`src/rtl/ip_packet_pkg.sv`:
```
// Shared constants, types and frame layout for the IPv4 transmit path.
// The frame is a fixed 36-byte Ethernet + IPv4 header + 2-byte payload image.
package ip_packet_pkg;

    localparam logic [15:0] ETHERTYPE_IPV4 = 16'h0800;
    localparam logic [7:0]  VERSION_IHL    = 8'h45;
    localparam logic [7:0]  TOS            = 8'h00;
    localparam logic [15:0] IP_TOTAL_LEN   = 16'd22;
    localparam logic [15:0] IDENT          = 16'h0000;
    localparam logic [15:0] FLAGS_FRAG     = 16'h0000;
    localparam logic [7:0]  TTL            = 8'h80;
    localparam logic [7:0]  PROTOCOL       = 8'h04;

    localparam int FRAME_BYTES = 36;
    localparam int IDX_W       = 6;

    localparam logic [IDX_W-1:0] LAST_IDX = IDX_W'(FRAME_BYTES - 1);
    localparam logic [IDX_W-1:0] END_IDX  = IDX_W'(FRAME_BYTES);

    typedef enum logic {
        IDLE = 1'b0,
        SEND = 1'b1
    } tx_state_e;

    typedef struct packed {
        logic [47:0] dst_mac;
        logic [47:0] src_mac;
        logic [31:0] src_ip;
        logic [31:0] dst_ip;
        logic [9:0]  msg;
    } tx_fields_t;

    // Byte idx of the frame, idx 0 being the first byte on the wire.
    function automatic logic [7:0] frame_byte(input tx_fields_t       f,
                                              input logic [15:0]      csum,
                                              input logic [IDX_W-1:0] idx);
        logic [FRAME_BYTES-1:0][7:0] frame;
        frame = {f.dst_mac, f.src_mac, ETHERTYPE_IPV4,
                 VERSION_IHL, TOS, IP_TOTAL_LEN, IDENT, FLAGS_FRAG,
                 TTL, PROTOCOL, csum, f.src_ip, f.dst_ip,
                 6'b000000, f.msg};
        return frame[LAST_IDX - idx];
    endfunction

endpackage

```
`src/rtl/ipv4_checksum_calculator.sv`:
```
// Combinational IPv4 header checksum: ones' complement of the folded sum
// of the nine header words, the checksum word itself excluded.
module ipv4_checksum_calculator (
    input  logic [7:0]  VERSION,
    input  logic [7:0]  SERVICE_TYPE,
    input  logic [15:0] LENGTH,
    input  logic [15:0] IDENTIFICATION,
    input  logic [15:0] FLAGS_AND_FRAGMENT,
    input  logic [7:0]  TTL,
    input  logic [7:0]  PROTOCOL,
    input  logic [31:0] SRC_IP_ADDRESS,
    input  logic [31:0] DST_IP_ADDRESS,
    output logic [15:0] CHECKSUM
);

    logic [19:0] sum_full;
    logic [16:0] fold1;
    logic [15:0] fold2;

    // Nine 16-bit words fit in 20 bits; two folds always absorb every carry.
    always_comb begin
        sum_full = 20'({VERSION, SERVICE_TYPE})
                 + 20'(LENGTH)
                 + 20'(IDENTIFICATION)
                 + 20'(FLAGS_AND_FRAGMENT)
                 + 20'({TTL, PROTOCOL})
                 + 20'(SRC_IP_ADDRESS[31:16])
                 + 20'(SRC_IP_ADDRESS[15:0])
                 + 20'(DST_IP_ADDRESS[31:16])
                 + 20'(DST_IP_ADDRESS[15:0]);
        fold1    = 17'(sum_full[15:0]) + 17'(sum_full[19:16]);
        fold2    = fold1[15:0] + 16'(fold1[16]);
        CHECKSUM = ~fold2;
    end

endmodule

```
`src/rtl/ip_packet_tx.sv`:
```
// IPv4 frame transmitter: latches addresses and payload on START, then streams
// the 36-byte frame into the MAC one registered byte per accepted cycle.
module ip_packet_tx
    import ip_packet_pkg::*;
(
    input  logic        ACLK,
    input  logic        ARESET,
    input  logic [31:0] ACCELERATOR_IP_ADDRESS,
    input  logic [47:0] ACCELERATOR_MAC_ADDRESS,
    input  logic [31:0] RECIPIENT_IP_ADDRESS,
    input  logic [47:0] RECIPIENT_MAC_ADDRESS,
    input  logic [9:0]  RECIPIENT_MESSAGE,
    input  logic        START_IP_TXN,
    output logic        READY_FOR_SEND,
    output logic [7:0]  MAC_DATA_OUT,
    input  logic        MAC_DATA_READY,
    output logic        MAC_DATA_VALID,
    output logic        MAC_DATA_LAST,
    output logic        MAC_DATA_TUSER
);

    tx_state_e        state_q, state_d;
    tx_fields_t       fields_q, fields_d;
    logic [IDX_W-1:0] idx_q, idx_d;
    logic [7:0]       data_q, data_d;
    logic             last_q, last_d;
    logic [15:0]      checksum;

    ipv4_checksum_calculator u_checksum (
        .VERSION            (VERSION_IHL),
        .SERVICE_TYPE       (TOS),
        .LENGTH             (IP_TOTAL_LEN),
        .IDENTIFICATION     (IDENT),
        .FLAGS_AND_FRAGMENT (FLAGS_FRAG),
        .TTL                (TTL),
        .PROTOCOL           (PROTOCOL),
        .SRC_IP_ADDRESS     (fields_q.src_ip),
        .DST_IP_ADDRESS     (fields_q.dst_ip),
        .CHECKSUM           (checksum)
    );

    // NOTE: sequential state uses non-blocking assignments only, so every
    // flop samples the pre-edge values regardless of statement order.
    always_ff @(posedge ACLK) begin
        if (ARESET) begin
            state_q <= IDLE;
        end else begin
            state_q <= state_d;
        end
    end

    // idx_q reaching END_IDX means byte 35 is on the output this cycle.
    always_comb begin
        state_d = state_q;
        unique case (state_q)
            IDLE:    if (START_IP_TXN)     state_d = SEND;
            SEND:    if (idx_q == END_IDX) state_d = IDLE;
            default: state_d = IDLE;
        endcase
    end

    always_comb begin
        READY_FOR_SEND = (state_q == IDLE);
        MAC_DATA_VALID = (state_q == SEND);
        MAC_DATA_TUSER = 1'b0;
        MAC_DATA_OUT   = data_q;
        MAC_DATA_LAST  = last_q;
    end

    // NOTE: every output of this block gets a default before the case, so no
    // path leaves a value unassigned and no latch is inferred.
    always_comb begin
        fields_d = fields_q;
        idx_d    = idx_q;
        data_d   = 8'h00;
        last_d   = 1'b0;
        unique case (state_q)
            IDLE: begin
                if (START_IP_TXN) begin
                    fields_d = '{dst_mac: RECIPIENT_MAC_ADDRESS,
                                 src_mac: ACCELERATOR_MAC_ADDRESS,
                                 src_ip:  ACCELERATOR_IP_ADDRESS,
                                 dst_ip:  RECIPIENT_IP_ADDRESS,
                                 msg:     RECIPIENT_MESSAGE};
                    idx_d    = '0;
                end
            end
            SEND: begin
                if (idx_q != END_IDX && MAC_DATA_READY) begin
                    data_d = frame_byte(fields_q, checksum, idx_q);
                    idx_d  = idx_q + 1'b1;
                    last_d = (idx_q == LAST_IDX);
                end
            end
            default: ;
        endcase
    end

    // NOTE: the latched fields carry no reset; they are only read in SEND,
    // which can be entered solely through the START path that loads them.
    always_ff @(posedge ACLK) begin
        fields_q <= fields_d;
    end

    always_ff @(posedge ACLK) begin
        if (ARESET) begin
            idx_q  <= '0;
            data_q <= 8'h00;
            last_q <= 1'b0;
        end else begin
            idx_q  <= idx_d;
            data_q <= data_d;
            last_q <= last_d;
        end
    end

endmodule

```
`config.mk`:
```
export PLATFORM = sky130hd
export DESIGN_NAME = ip_packet_tx
export DESIGN_NICKNAME = d
export VERILOG_FILES = /design/src/rtl/ip_packet_pkg.sv /design/src/rtl/ipv4_checksum_calculator.sv /design/src/rtl/ip_packet_tx.sv
export SDC_FILE = /design/constraint.sdc
export NUM_CORES = 1
export LEC_CHECK = 0
export ABC_AREA = 1
export CELL_PAD_IN_SITES_DETAIL_PLACEMENT = 0
export CELL_PAD_IN_SITES_GLOBAL_PLACEMENT = 2
export CORE_UTILIZATION = 31
export CTS_CLUSTER_DIAMETER = 40
export DETAILED_ROUTE_END_ITERATION = 8
export MAX_ROUTING_LAYER = met4
export PLACE_DENSITY_LB_ADDON = 0.3
export SLEW_MARGIN = 20
export SYNTH_ARGS = -nofsm -noshare
export SYNTH_HDL_FRONTEND = slang
export SYNTH_HIERARCHICAL = 1
export SYNTH_SLANG_ARGS = --single-unit
```
`constraint.sdc`:
```
create_clock -name ACLK -period 6.44 [get_ports ACLK]
set_input_delay 1.288 -clock ACLK [delete_from_list [all_inputs] [get_ports ACLK]]
set_output_delay 1.288 -clock ACLK [all_outputs]
set_load 0.005 [all_outputs]
```
# After elaboration in Yosys (flattened, before gate mapping)
# Cells that the tools add are included.
# classes
add_sub_neg	8
magnitude_cmp	1
eq_ne	5
n_mux	8
n_bitwise	3
reduce_logical	4
# ops
operator	count
adder 20 x 16 -> 20 bit	3
binary-select mux 8 bit (select 6 bit)	1
adder 16 x 16 -> 17 bit (first input constant)	1
adder 16 x 4 -> 17 bit	1
adder 16 x 1 -> 16 bit	1
inverter 16 bit	1
== test 6 bit (second input constant)	2
2-to-1 mux 6 bit	2
one-hot mux 6 bit (2 select lines)	1
2-to-1 mux 8 bit	1
less-than comparator 6 x 7 -> 1 bit (second input constant)	1
adder 6 x 1 -> 6 bit (second input constant)	1
!= test 6 bit (second input constant)	1
subtractor 6 bit (first input constant)	1
AND reduction 2 bit	2
OR reduction 3 bit	1
2-to-1 mux 1 bit	2
!= test 2 x 1 -> 1 bit (second input constant)	1
!= test 2 bit (second input constant)	1
inverter 1 bit	2
one-hot mux 1 bit (2 select lines)	1
logical AND 1 bit	1
# word_totals
ff_bits	186
inputBits	174
output_inout_bits	12
elab_cells	38

# Longest topological paths before layout
# logic_depth
ltp_word	9
mapped_depth	65
depth_no_buf	65

# Modules after synthesis
# Netlist, hierarchy kept.
# by_module_without_submodules
mod	instances	cells_per_inst	area_each_um2	seq_area_each_um2
ip_packet_tx	1	772	8027.7	5425.2
ipv4_checksum_calculator	1	696	4994.8	0.0

# Worst setup path after synthesis
# OpenSTA, ideal clock, no wires.
# synth_timing
path_type	flip-flop to flip-flop
start	reg fields_q[44] (netlist name)
end	reg data_q[6] (netlist: MAC_DATA_OUT[6])
setup_ns	0.123
arrival_time_ns	6.751
required_time_ns	6.317
path_slack_ns	-0.434
stages_incl_launch_ff	51
path_buffers	0
synth_period_minus_slack_ns	6.874
cell_sequence	edfxtp_1 fa_1 inv_1 fa_1 inv_1 fa_1 ha_1 fa_1 nand3_1 nand2_1 nand3_1 nand3_1 nand3_1 nand2_1 xor2_1 ha_1 inv_1 fa_1 (+15 left out) nand3_1 nor2_1 nand3_1 nor2_1 nand2_1 nor2_2 nand3_2 nor2_2 nand2_1 nand2_1 nand2_1 or2_2 nand3_1 nand2_1 a21oi_1 nand2_1 nand3_1 a21oi_1
# synth_via
elab_chain_len	8
# synth_lines
element	line_no	source
start: declaration	ip_packet_tx.sv:23	tx_fields_t fields_q, fields_d;
start signal: assignment	ip_packet_tx.sv:102	fields_q <= fields_d;
adder 20 x 16 -> 20 bit	ipv4_checksum_calculator.sv:28	+ 20'(SRC_IP_ADDRESS[15:0])
adder 20 x 16 -> 20 bit	ipv4_checksum_calculator.sv:29	+ 20'(DST_IP_ADDRESS[31:16])
adder 20 x 16 -> 20 bit	ipv4_checksum_calculator.sv:30	+ 20'(DST_IP_ADDRESS[15:0]);
adder 16 x 4 -> 17 bit	ipv4_checksum_calculator.sv:31	fold1 = 17'(sum_full[15:0]) + 17'(sum_full[19:16]);
adder 16 x 1 -> 16 bit	ipv4_checksum_calculator.sv:32	fold2 = fold1[15:0] + 16'(fold1[16]);
inverter 16 bit	ipv4_checksum_calculator.sv:33	CHECKSUM = ~fold2;
named net checksum[14]	ip_packet_tx.sv:27	logic [15:0] checksum;
binary-select mux 8 bit (select 6 bit)	ip_packet_pkg.sv:42	return frame[LAST_IDX - idx];
2-to-1 mux 8 bit (implied by the code)	ip_packet_pkg.sv:42	
end signal: assignment	ip_packet_tx.sv:112	data_q <= data_d;
end: declaration	ip_packet_tx.sv:25	logic [7:0] data_q, data_d;
# The timed path passes the listed nets, and every way through them passes these cells. The select of a mux whose other input is x is not followed.
# A chain may end at the register's enable or synchronous reset.

# Worst setup path after layout
# layout_timing
start	reg fields_q[44] (netlist name)
end	reg data_q[2] (netlist: MAC_DATA_OUT[2])
# The elaborated chain is that of the path after synthesis.

==> impl_metrics.env <==
export IMPL_status="complete, but fails checks"
export IMPL_violations="setup timing"
export IMPL_yosys_area_top_type_share_pct=39.2
export IMPL_critPathBufInv=10
export IMPL_crit_fanout=3
export IMPL_start_util_pct=31.7
export IMPL_ys_seq_area_share_pct=41.7
export IMPL_synth_seq_cells=186
export IMPL_clock_path_buffers=2
export IMPL_num_vias=10300
export IMPL_start_kind="flop"
export IMPL_period_share_pct=110
export IMPL_clkSinkCount=186
export IMPL_critPathKind="reg -> reg"
export IMPL_avgSynthCellArea_um2=8.87
export IMPL_place_congestion=0.862
export IMPL_regArea_um2=5430
export IMPL_final_nets=2161
export IMPL_grt_overflow=0
export IMPL_port_buffers=184
export IMPL_cts_buffers=17
export IMPL_die_y_um=207
export IMPL_grt_pass1_wl_mm=58.9
export IMPL_core_um2=41100
export IMPL_critPathTopFamily="adder cells"
export IMPL_avgViaCountPerCell=4.31
export IMPL_multi_input_area_um2=6870
export IMPL_ys_warn_count=6
export IMPL_maxSlewViolCount=0
export IMPL_die_area_um2=42800
export IMPL_slowest_stage="fa_1"
export IMPL_yosysTopAreaCell="edfxtp_1"
export IMPL_synthTopCellsByCount="369 x nand2_1, 323 x inv_1, 170 x edfxtp_1, 106 x nand3_1, 97 x fa_1"
export IMPL_hpwl_mm=29.7
export IMPL_final_min_clock_period_ns=7.10
export IMPL_max_slew_margin_rel_pct=40.1
export IMPL_wl_per_cell_um=15.9
export IMPL_rsz0062_at_grt="true"
export IMPL_max_cap_viol_count=0
export IMPL_required_ns=6.84
export IMPL_ys_types=43
export IMPL_drt_iter0_drc=496
export IMPL_grt_pass1_vias=10400
export IMPL_area_delta_synth_final_pct=35.6
export IMPL_drc_errors=0
export IMPL_cts_max_level=4
export IMPL_num_rows=74
export IMPL_tritoncts="built"
export IMPL_clkTransAtPathRegs_ns=0.08
export IMPL_layout_cells_non_filler=2388
export IMPL_finClkSkew_ns=0.0141
export IMPL_worst_pin_slew_ns=0.895
export IMPL_async_flop_share_pct=0
export IMPL_layout_drive_gt1_share_pct=14.7
export IMPL_yosysMostFrequentCell="nand2_1"
export IMPL_timing_fmax_mhz=141
export IMPL_die_w_um=207
export IMPL_root_buffer="clkbuf_16"
export IMPL_synthCells=1468
export IMPL_cts_hold_fix_buffers=0
export IMPL_crit_arrival_ns=7.50
export IMPL_critPathCaptureType="flop"
export IMPL_postLayoutSetupSlackWorst_ns=-0.656
export IMPL_setup_viol=8
export IMPL_syn_area_um2=13000
export IMPL_crit_top_cell="nand3_2"
export IMPL_setup_tns_ns=-4.78
export IMPL_ys_flop_type="edfxtp_1"
export IMPL_antenna_found_initial=3
export IMPL_drt_pass1_iter_count=7
export IMPL_ios=186
export IMPL_track_usage_pct=19.1
export IMPL_clock_latency_ns=0.48
export IMPL_place_inst=2317
export IMPL_synth_edf_count=170
export IMPL_hold_violations=0
export IMPL_grt_max_degree=103
export IMPL_wirelength_mm=38.1
export IMPL_min_path_type="reg -> reg"
export IMPL_max_stage_delay_ns=0.56
export IMPL_final_fill_count=4142
export IMPL_ant_nets=0
export IMPL_synth_area_leaders="edfxtp_1 39%, fa_1 15%, nand2_1 11%"
-- metal layers --
metal | routed length [um] | GRT usage (%)
met2 | 18500 | 30.7
met1 | 17600 | 24.9
met5 | 0 | -
met3 | 1310 | 3.00
met4 | 656 | 5.11
-- area by class of cell --
class                           count  share of cell area (%)
Multi-Input combinational cell    996                    38.9
Tap cell                          532                    3.77
Clock buffer                       17                    2.41
Clock inverter                     15                    1.20
Antenna cell                        2                  0.0283
Timing Repair Buffer              307                    15.8
Sequential cell                   186                    30.8
Inverter                          333                    7.15
-- registers in the layout (all words and copies together) (netlist names) --
signal,flops
idx_q,6
fields_q,170
MAC_DATA_VALID,1
MAC_DATA_OUT,8
MAC_DATA_LAST,1
-- layout by cell type (no fill, tap or decap), types with 9 or more instances in the layout --
master,synthesis,routed
clkdlybuf4s50_1,0,184
conb_1,2,81
ha_1,49,38
o21ai_0,48,43
clkbuf_16,0,17
xor2_1,14,12
xnor2_1,11,9
ha_4,0,11
inv_2,6,13
nor2_4,4,10
a21oi_1,48,42
nand2_2,10,19
inv_1,323,314
edfxtp_1,170,170
nor2_1,89,81
nor2_2,9,11
fa_1,97,95
dfxtp_1,16,14
nand2_1,369,357
buf_4,8,119
nand3_2,6,15
nand3_1,106,93
-- timing repair --
action                                  in CTS  in global routing
resized for setup                           33                 43
setup buffers                               30                  9
pin swaps                                   39                 32
endpoints found under the setup margin       8                  8
-- kinds of logic after synthesis --
kind of cell             synth area share (%)
AO/OA/AOI/OAI                            5.04
XOR/XNOR                                 1.93
adder cells (fa/ha/maj)                  19.6
buffers and inverters                    11.0
flip-flops                               41.7
other                                  0.0577
AND/OR/NAND/NOR                          20.7
-- worst paths after layout --
path | from | to | slack (ns) | cells after the start
setup reg to reg | fields_q[44]$_DFFE_PP_ | MAC_DATA_OUT[2]$_SDFF_PP0_ | -0.66 | 51
setup / recovery | fields_q[44]$_DFFE_PP_ | MAC_DATA_OUT[2]$_SDFF_PP0_ | -0.66 | 51
hold reg to reg | idx_q[3]$_SDFFE_PP0P_ | idx_q[3]$_SDFFE_PP0P_ | 0.54 | 2
hold / removal | idx_q[3]$_SDFFE_PP0P_ | idx_q[3]$_SDFFE_PP0P_ | 0.54 | 2
-- through the flow --
stage	hold WS, ns	setup WS [ns]	instance area (um2)	util, %
2_1_floorplan	0.487	-0.184	13400	-
3_3_place_gp	0.523	-0.985	16400	39.8
3_5_place_dp	0.524	-1.02	16400	39.8
4_1_cts	0.541	-0.624	17400	42.3
5_1_grt	0.569	-1.13	17700	42.9
6_report	0.541	-0.656	17700	42.9
-- worst min-delay path, stage by stage (launching register included) --
cell and delay, ns:
dfxtp_1 0.33, a21oi_1 0.12, nor3_1 0.05
Power is not shown: default switching activity piles up to over one toggle a cycle in this logic, so the estimate is an artifact.
